## src/rtl/ifu_fetch.sv

```systemverilog
`default_nettype none
// ============================================================================
// Module   : ifu_fetch
// Brief    : PC generation / instruction fetch with a one-entry decode buffer
//            and branch-redirect squashing of in-flight fetches.
// Revision : 1.0 - initial release
// ============================================================================
module ifu_fetch #(
    parameter logic [31:0] RESET_PC = 32'h8000_0000
) (
    input  logic        clk,
    input  logic        rst_n,
    input  logic        redirect_valid,
    input  logic [31:0] redirect_target,
    output logic        imem_req_valid,
    input  logic        imem_req_ready,
    output logic [31:0] imem_req_addr,
    input  logic        imem_resp_valid,
    input  logic [31:0] imem_resp_data,
    output logic        if_valid,
    input  logic        if_ready,
    output logic [31:0] if_pc,
    output logic [31:0] if_inst
);

    typedef enum logic [2:0] {
        S_IDLE      = 3'd0,
        S_REQ       = 3'd1,
        S_WAIT      = 3'd2,
        S_KILL_REQ  = 3'd3,
        S_KILL_WAIT = 3'd4
    } state_t;

    state_t      r_state, w_state_nxt;
    logic [31:0] r_pc, w_pc_nxt;
    logic [31:0] r_fetch_pc, w_fetch_pc_nxt;
    logic        r_if_valid, w_if_valid_nxt;
    logic [31:0] r_if_pc, w_if_pc_nxt;
    logic [31:0] r_if_inst, w_if_inst_nxt;
    logic [31:0] w_target;
    logic        w_issue;
    logic        w_accept;

    assign w_target       = redirect_target & ~32'd3;
    assign w_issue        = (r_state == S_REQ) && (!r_if_valid || if_ready);
    // A killed request keeps presenting its original (stale) address.
    assign imem_req_valid = w_issue || (r_state == S_KILL_REQ);
    assign imem_req_addr  = (r_state == S_KILL_REQ) ? r_fetch_pc : r_pc;
    assign w_accept       = imem_req_valid && imem_req_ready;

    assign if_valid = r_if_valid;
    assign if_pc    = r_if_pc;
    assign if_inst  = r_if_inst;

    always_comb begin
        w_state_nxt    = r_state;
        w_pc_nxt       = r_pc;
        w_fetch_pc_nxt = r_fetch_pc;
        w_if_valid_nxt = r_if_valid;
        w_if_pc_nxt    = r_if_pc;
        w_if_inst_nxt  = r_if_inst;

        if (r_if_valid && if_ready) begin
            w_if_valid_nxt = 1'b0;
        end

        case (r_state)
            S_IDLE: begin
                w_state_nxt = S_REQ;
            end
            S_REQ: begin
                if (w_accept) begin
                    w_state_nxt    = S_WAIT;
                    w_fetch_pc_nxt = r_pc;
                end
            end
            S_WAIT: begin
                if (imem_resp_valid) begin
                    w_state_nxt = S_REQ;
                    if (!redirect_valid) begin
                        w_if_valid_nxt = 1'b1;
                        w_if_pc_nxt    = r_fetch_pc;
                        w_if_inst_nxt  = imem_resp_data;
                        w_pc_nxt       = r_pc + 32'd4;
                    end
                end
            end
            S_KILL_REQ: begin
                if (w_accept) begin
                    w_state_nxt = S_KILL_WAIT;
                end
            end
            S_KILL_WAIT: begin
                if (imem_resp_valid) begin
                    w_state_nxt = S_REQ;
                end
            end
            default: begin
                w_state_nxt = S_IDLE;
            end
        endcase

        // Redirect overrides buffer and PC; kill states keep tracking their
        // outstanding request so only one is ever in flight.
        if (redirect_valid) begin
            w_pc_nxt       = w_target;
            w_if_valid_nxt = 1'b0;
            case (r_state)
                S_IDLE: w_state_nxt = S_REQ;
                S_REQ: begin
                    if (w_accept) begin
                        w_state_nxt = S_KILL_WAIT;
                    end else begin
                        w_state_nxt    = S_KILL_REQ;
                        w_fetch_pc_nxt = r_pc;
                    end
                end
                S_WAIT: w_state_nxt = imem_resp_valid ? S_REQ : S_KILL_WAIT;
                default: ;
            endcase
        end
    end

    always_ff @(posedge clk or negedge rst_n) begin
        if (!rst_n) begin
            r_state    <= S_IDLE;
            r_pc       <= RESET_PC;
            r_fetch_pc <= 32'd0;
            r_if_valid <= 1'b0;
            r_if_pc    <= 32'd0;
            r_if_inst  <= 32'd0;
        end else begin
            r_state    <= w_state_nxt;
            r_pc       <= w_pc_nxt;
            r_fetch_pc <= w_fetch_pc_nxt;
            r_if_valid <= w_if_valid_nxt;
            r_if_pc    <= w_if_pc_nxt;
            r_if_inst  <= w_if_inst_nxt;
        end
    end

endmodule
`default_nettype wire

```

## config.mk

```make
export PLATFORM = sky130hd
export DESIGN_NAME = ifu_fetch
export DESIGN_NICKNAME = d
export VERILOG_FILES = /design/src/rtl/ifu_fetch.sv
export SDC_FILE = /design/constraint.sdc
export NUM_CORES = 1
export LEC_CHECK = 0
export ABC_AREA = 1
export ABC_CLOCK_PERIOD_IN_PS = 3300
export CORE_MARGIN = 1
export CORE_UTILIZATION = 50
export DETAILED_ROUTE_END_ITERATION = 10
export PLACE_DENSITY_LB_ADDON = 0.08
export SLEW_MARGIN = 20
export SYNTH_ARGS = -nofsm -noshare
export SYNTH_HDL_FRONTEND = slang
export SYNTH_SLANG_ARGS = --single-unit
```

## constraint.sdc

```tcl
create_clock -name clk -period 3.3 [get_ports clk]
set_input_delay 0.66 -clock clk [delete_from_list [all_inputs] [get_ports clk]]
set_output_delay 0.66 -clock clk [all_outputs]
set_load 0.02 [all_outputs]
```

**After elaboration in Yosys (flattened, before gate mapping)**

Index checks and enable logic that the tools add are counted.
W data, S select, Z words.

- Flip-flop bits (word level): 132
- Input bits: 70
- Output and inout port bits: 98
- Logic and storage cells: 45

- $add $sub $neg: 1
- Eq/ne operators: 4
- Multiplexer cells: 21
- Bitwise operators: 1
- Reductions and logical operators: 12

Operators with widths:

| operator | number |
|---|---|
| $mux W32 | 9 |
| $add A32 B3 Y32 const B | 1 |
| $mux W3 | 6 |
| $pmux W3 S4 | 1 |
| $pmux W3 S3 | 1 |
| $eq A3 B2 Y1 const B | 2 |
| $mux W1 | 4 |
| $reduce_bool A2 Y1 | 2 |
| $eq A3 B1 Y1 const B | 1 |
| $eq A3 B3 Y1 const B | 1 |
| $logic_and A1 B1 Y1 | 3 |
| $logic_not A3 Y1 | 1 |
| $reduce_and A3 Y1 | 1 |
| $logic_or A1 B1 Y1 | 2 |
| $reduce_and A2 Y1 | 1 |
| $reduce_or A2 Y1 | 1 |
| $logic_not A1 Y1 | 1 |
| $not A1 Y1 | 1 |

**Depth between registers and ports, before layout**

Gate-level depths: netlist of run 1.

- Depth after elaboration: 10
- Mapped depth: 10

**Worst setup path after synthesis of run 1**

No wires, ideal clock.

- Path type: register -> output
- Start: reg r_state[1]
- End: out imem_req_addr[1]
- Arrival: 1.428 ns
- Data required time: 2.640 ns
- Path slack: 1.212 ns
- Cell stages (with the launch flop): 7
- Buffers on the path: 2
- Path through: dfrtp_1 -> nand2_1 -> inv_1 -> nand2_1 -> clkbuf_1 -> nor2_1 -> buf_4

- Cells in the longest elaborated chain, start to end: 2

RTL lines:

| what | line | source |
|---|---|---|
| start: declaration | 34 | `state_t r_state, w_state_nxt;` |
| start signal: assignment | 133 | `r_state <= w_state_nxt;` |
| $eq A3 B2 Y1 | 48 | `assign imem_req_addr = (r_state == S_KILL_REQ) ? r_fetch_pc : r_pc;` |
| $mux W32 | 48 |  |
| end: declaration | 17 | `output logic [31:0] imem_req_addr,` |

No other way between the ends.

**Worst setup path in the final report of run 1**

- Start: reg r_state[1]
- End: out imem_req_addr[31]

Same word-level chain as after synthesis.

==> metrics.csv, run 1 <==
metric,value,unit
status,finished clean,
synth_top_family_by_area,simple AND/OR/NAND/NOR gates,
hold_violations,0,
p_sw,2.95,mW
gr-total-overflow,0,
dp.cells,1154,
leakage,4.13,nW
synth_area_per_cell,7.75,um^2
cts-resized-gates,0,
fmax,0.335,GHz
slew_headroom,58.2,%
clockBufferDepth,2,
timing.hold.ws,0.125,ns
grt_max_degree,73,
clock_power_share,22.1,%
crit_path_end_kind,output pin,
die_x,117,um
areaGrowthSynthToFinish,34.1,%
power,7.64,mW
numCtsBuffers,17,
clkLatencyLatePin,0.42,ns
start_kind,register,
final_max_slew_viol_count,0,
synthMuxAreaShare,0,%
io-pin-count,168,
coreArea,12700,um^2
cts_hold_repair.buffers,0,
layoutNonFillerInstCount,1186,
drc_errors,0,
synth_seq_area_share,48.9,%
cts_sinks,128,
drt_wl_total,16400,um
nets,1072,
worstMarginPinSlew,0.626,ns
path_class,register to output pin,
cts-root-buf,clkbuf_16,
setup_violations,0,
peakVddDrop,499,uV
worstPathMaxFanout,62,
p_per_area,869,nW/um^2
synthAdderAreaFrac,0.191,%
grt_pass1_wl,27600,um
synth.top_cell.area_share,48.5,%
combPwrFrac,43.9,%
dieHeight,117,um
synth_fp_nets,917,
drtPass1Iterations,6,
crit_required,2.64,ns
yosys_warnings,0,
num_antenna_cells,0,
synth-simple-area-share,30.3,%
htree_levels,4,
antenna_found_initial,0,
avgRoutedWirePerCell,13.8,um
cap_violations,0,
fin_util,69.1,%
synthCells,846,
cts_tree,yes,
swShare,38.7,%
synth.area.top_cells,"dfrtp_1 (48%), nand2_1 (20%), inv_1 (3.8%)",
start_util,51.6,%
clock-skew-final,0.00612,ns
synth_top_cell_by_area,dfrtp_1,
synth_compound_area_share,11.0,%
post-cts-setup-buffers,0,
synth-xor-area-share,1.34,%
place_congestion,0.915,
fin_tns_setup,0,ns
pwr-share-seq,34.0,%
via_per_inst,4.98,
hp-class,primary input to async pin,
drive_above_1_share,9.07,%
ant_nets,0,
grt_pass1_vias,5612,
port_buffers,165,
hpwl,11800,um
intPower,4.69,mW
syn_area,6560,um^2
synth-seq-cells,128,
track_usage,26.7,%
netlist-cell-type-count,33,
period_minus_slack,2.98,ns
dieArea,13600,um^2
vias,5911,
clk_pin_slew,0.06,ns
rsz0062_at_grt,no,
crit_arrival,2.32,ns
fin_crit_sh,90.4,%
rows,41,
first_iter_violations,475,
[per-stage QoR]
stage / instance area [um^2] / setup WS (ns)
CTS: 8790 / 0.288
finish: 8790 / 0.318
floorplan: 6560 / 1.21
detailed placement: 8260 / 0.611
global route: 8790 / 0.168
global placement: 8260 / 0.614
[power by group through the flow]
stage	logic, mW	clock network (mW)	registers, mW
2_1_floorplan	1.56	0	2.99
3_3_place_gp	3.33	0	2.59
3_5_place_dp	3.38	0	2.61
4_1_cts	3.39	1.71	2.60
5_1_grt	3.70	1.79	2.68
6_report	3.35	1.69	2.60
[critical path: stages (launching register included)]
cell and delay [ns]:
dfrtp_1 0.49, nand2_1 0.09, inv_1 0.11, nand2_1 0.09, buf_12 0.20, o21ai_0 0.26, clkdlybuf4s50_1 0.66
[synthesized netlist by cell type (all sizes together)]
cell type and n:
a21oi 7, a22oi 2, buf 29, clkbuf 8
dfrtp 127, dfstp 1, ha 1, inv 74
nand2 362, nand3 49, nand4 2, nor2 65
nor3 2, o211ai 7, o21ai 96, o21bai 2
o221ai 1, o22ai 1, xnor2 1, xor2 9
[metal layers]
layer | vias up | share of wire [%] | GRT usage, %
met2 | 218 | 44 | 39.8
met5 | - | 0 | 0
met3 | 31 | 7.7 | 6.43
met1 | 2700 | 46 | 36.6
li1 | 2962 | - | -
met4 | 0 | 3.0 | 12.7
[kinds of logic (layout without fill, tap and decap cells)]
group	count (synthesis)	in the layout
simple gates	480	480
buf+inv	111	279
compound gates	116	116
fa+ha+maj	1	1
xor+xnor	10	10
flops	128	128
[final cells by class]
cell class / instances / area (um^2)
clock inverters: 6 / 35.0
fillers: 1121 / 3930
flip-flops and latches: 128 / 3200
clock buffers: 26 / 499
repair buffers: 173 / 1750
multi-input cells: 607 / 2820
well taps: 172 / 215
inverters: 74 / 278
[registers in the layout, summed over array words and instances (netlist names)]
register / count
r_fetch_pc: 31
if_pc: 31
r_state: 3
if_inst: 32
if_valid: 1
r_pc: 30
[worst paths after layout]
check	start	to	slack, ns	cells after the start
worst max-delay path	r_state[1]	imem_req_addr[31]	0.32	6
worst min-delay path	rst_n	if_pc[3]	0.12	1
worst max register to register	r_pc[2]	r_pc[28]	1.32	10
worst min register to register	r_fetch_pc[6]	r_fetch_pc[6]	0.47	2
max in group asynchronous	rst_n	if_inst[18]	2.40	2
min in group clk	r_fetch_pc[6]	r_fetch_pc[6]	0.47	2
[placed cells by master (no fill, tap or decap), types with 3 or more instances in the layout]
cell,instances
buf_4,6
clkdlybuf4s50_1,164
xor2_1,9
o211ai_1,5
o21ai_1,32
inv_1,67
nand3_1,48
clkinv_2,4
nor2_2,9
nor2_1,53
clkbuf_16,17
clkbuf_8,4
nand2_2,3
clkbuf_1,5
nand2_1,355
o21ai_0,39
dfrtp_1,127
buf_12,3
o21ai_2,25
inv_2,7
a21oi_1,7
No activity file was read; power rests on OpenSTA's default activity.
==> inputs of run 2 (changes only) <==
ABC_AREA = default   (was 1)
==> run 2 against run 1 <==
- fmax down 5.2%
- critical endpoint unchanged
- via count down 24%
- area after synthesis down 11%
- worst hold slack better by 0.15 ns
- total power shrank 4.9%
- flip-flop and latch count unchanged
==> metrics.csv, run 2 <==
metric,value,unit,change
path_class,register to output pin,,
grt_pass1_wl,21900,um,-21%
hp-class,primary input to async pin,,
groute.layer.met2.usage,38.9,%,-0.92 points
period_minus_slack,3.15,ns,+0.165 ns
htree_levels,4,,unchanged
dp.cells,770,,-33%
gr-total-overflow,0,,unchanged
clkLatencyLatePin,0.41,ns,about the same
synth-xor-area-share,1.35,%,+0.011 points
hpwl,9570,um,-19%
crit_required,2.64,ns,about the same
fin_crit_sh,95.4,%,+5.0 points
cap_violations,0,,unchanged
power,7.27,mW,-4.9%
io-pin-count,168,,unchanged
worstMarginPinSlew,0.692,ns,+0.0660 ns
clk_pin_slew,0.05,ns,about the same
synthAdderAreaFrac,0.385,%,+0.19 points
first_iter_violations,283,,-40%
place_congestion,0.797,,-13%
p_sw,2.41,mW,-18%
numCtsBuffers,17,,unchanged
synth_top_family_by_area,multiplexers,,
synthMuxAreaShare,22.7,%,+23 points
clock_power_share,22.3,%,+0.2 points
synth_top_cell_by_area,dfrtp_1,,
largest_reg_flops,32,,unchanged
use_met3,6.58,%,+0.15 points
syn_area,5850,um^2,-11%
synth_fp_nets,547,,-40%
port_buffers,165,,unchanged
synth.area.top_cells,"dfrtp_1 (54%), mux2_2 (22%), or4_1 (2.8%)",,
cts_sinks,128,,unchanged
hold_violations,0,,unchanged
track_usage,24.3,%,-2.4 points
antenna_found_initial,0,,unchanged
drt_wl_total,13900,um,-15%
drc_errors,0,,unchanged
areaGrowthSynthToFinish,40.0,%,
final_max_slew_viol_count,0,,unchanged
nets,717,,-33%
synthFlopType,dfrtp_1,,
synth_compound_area_share,7.03,%,-4.0 points
grtUsageMet1,31.5,%,-5.1 points
cts-root-buf,clkbuf_16,,
synth.top_cell.area_share,54.3,%,+5.8 points
dieHeight,110,um,-5.4%
grt_pass1_vias,4391,,-22%
coreArea,11400,um^2,-10%
synth-edff-count,0,,unchanged
p_per_area,887,nW/um^2,+2.1%
vias,4491,,-24%
yosys_warnings,0,,unchanged
yosysMostFrequentCell,dfrtp_1,,
grt_max_degree,78,,+6.8%
crit_arrival,2.49,ns,+0.17 ns
via_per_inst,5.63,,+13%
rsz0062_at_grt,no,,
drive_above_1_share,25.1,%,+16 points
grt-busiest-layer,met2,,
cts_tree,yes,,
r2r_cells,5,,-5
fmax,0.318,GHz,-5.2%
ant_nets,0,,unchanged
slew_headroom,53.9,%,-4.3 points
pwr-share-seq,35.2,%,+1.2 points
mostFrequentLayoutCells,"clkdlybuf4s50_1 (163), dfrtp_1 (126), mux2_2 (116), nand2_1 (25)",,
layout_commonest_cell,clkdlybuf4s50_1,,
drtPass1Iterations,4,,-2
netlist-cell-type-count,42,,+27%
synth_seq_area_share,54.7,%,+5.9 points
leakage,3.33,nW,-19%
avgRoutedWirePerCell,17.5,um,+26%
clock-skew-final,0.00607,ns,-0.0000470 ns
swShare,33.1,%,-5.5 points
post-cts-setup-buffers,0,,unchanged
synth-simple-area-share,10.6,%,-20 points
timing.hold.ws,0.278,ns,+0.153 ns
synth-seq-cells,128,,unchanged
start_util,51.3,%,-0.29 points
peakVddDrop,570,uV,+14%
setup_violations,0,,unchanged
clockBufferDepth,2,,unchanged
synthTopCellsByCount,"dfrtp_1 (127), mux2_2 (116), nand2_1 (25)",,
worstPathMaxFanout,17,,-73%
dieArea,12100,um^2,-11%
synthCells,476,,-44%
layoutNonFillerInstCount,797,,-33%
synth_area_per_cell,12.3,um^2,+59%
status,finished clean,,
start_kind,register,,
fin_tns_setup,0,ns,unchanged
num_antenna_cells,0,,unchanged
crit_path_end_kind,output pin,,
intPower,4.86,mW,+3.7%
combPwrFrac,42.6,%,-1.3 points
die_x,110,um,-5.4%
rows,39,,-4.9%
async_flop_share,100,%,unchanged
## run 2: cell count changes in the layout (fill, tap and decap cells not counted), sizes merged, moves of 17 or more
cell,change
a31oi,+17
nand3,-31
inv,-64
mux2,+117
or4,+23
nand2,-337
o21ai,-74
nor2,-44
## run 2: timing repair
action	4_1_cts	5_1_grt
hold buffers	0	0
setup endpoints to repair	0	5
gates resized for setup	0	3
## run 2: layer usage
| layer | up-vias | share of wire (%) |
|---|---|---|
| met5 | - | 0 |
| met4 | 0 | 1.4 |
| met3 | 20 | 6.7 |
| met2 | 164 | 49 |
| met1 | 2220 | 43 |
| li1 | 2087 | - |
## run 2: cell families (layout without fill, tap and decap cells)
logic type / Yosys count / after routing
compound gates: 64 / 64
xor+xnor: 9 / 9
fa+ha+maj: 2 / 2
buf+inv: 41 / 219
flops: 128 / 128
mux: 118 / 118
simple gates: 114 / 114
## run 2: cell type report
class                      count  area [um^2]
tap                          143          179
fill                         841         3220
clock buffer                  26          499
multi-input combinational    307         2480
clock inverter                 1         5.00
sequential                   128         3210
timing repair buffer         182         1790
inverter                      10         37.5
## run 2: path summary, 6_finish.rpt
path	slack (ns)	from	to
max	0.15	r_state[0]	imem_req_addr[31]
min	0.28	rst_n	r_fetch_pc[22]
max reg2reg	0.94	r_state[1]	r_pc[29]
min reg2reg	0.50	if_inst[2]	if_inst[2]
max in group asynchronous	2.24	rst_n	if_inst[19]
min in group clk	0.50	if_inst[2]	if_inst[2]
## run 2: worst max-delay path, stage by stage, from the launching register on
cell and delay [ns]:
dfrtp_1 0.46, nor2b_1 0.18, nand2_1 0.12, buf_6 0.24
inv_1 0.16, o21ai_0 0.26, clkdlybuf4s50_1 0.65
## run 2: power by group through the flow
stage	Combinational, mW	Sequential, mW	Clock [mW]
floorplan	1.29	2.94	0
global placement	3.06	2.53	0
detailed placement	3.11	2.58	0
CTS	3.13	2.56	1.65
global route	3.31	2.65	1.72
finish	3.09	2.56	1.62
## run 2: per-stage QoR
step	worst slack (ns)	util (%)	cell area, um^2
global placement	0.417	67.3	7680
CTS	0.0310	71.7	8190
floorplan	0.975	-	5850
finish	0.153	71.8	8200
detailed placement	0.326	67.3	7680
global route	0.0477	71.8	8200
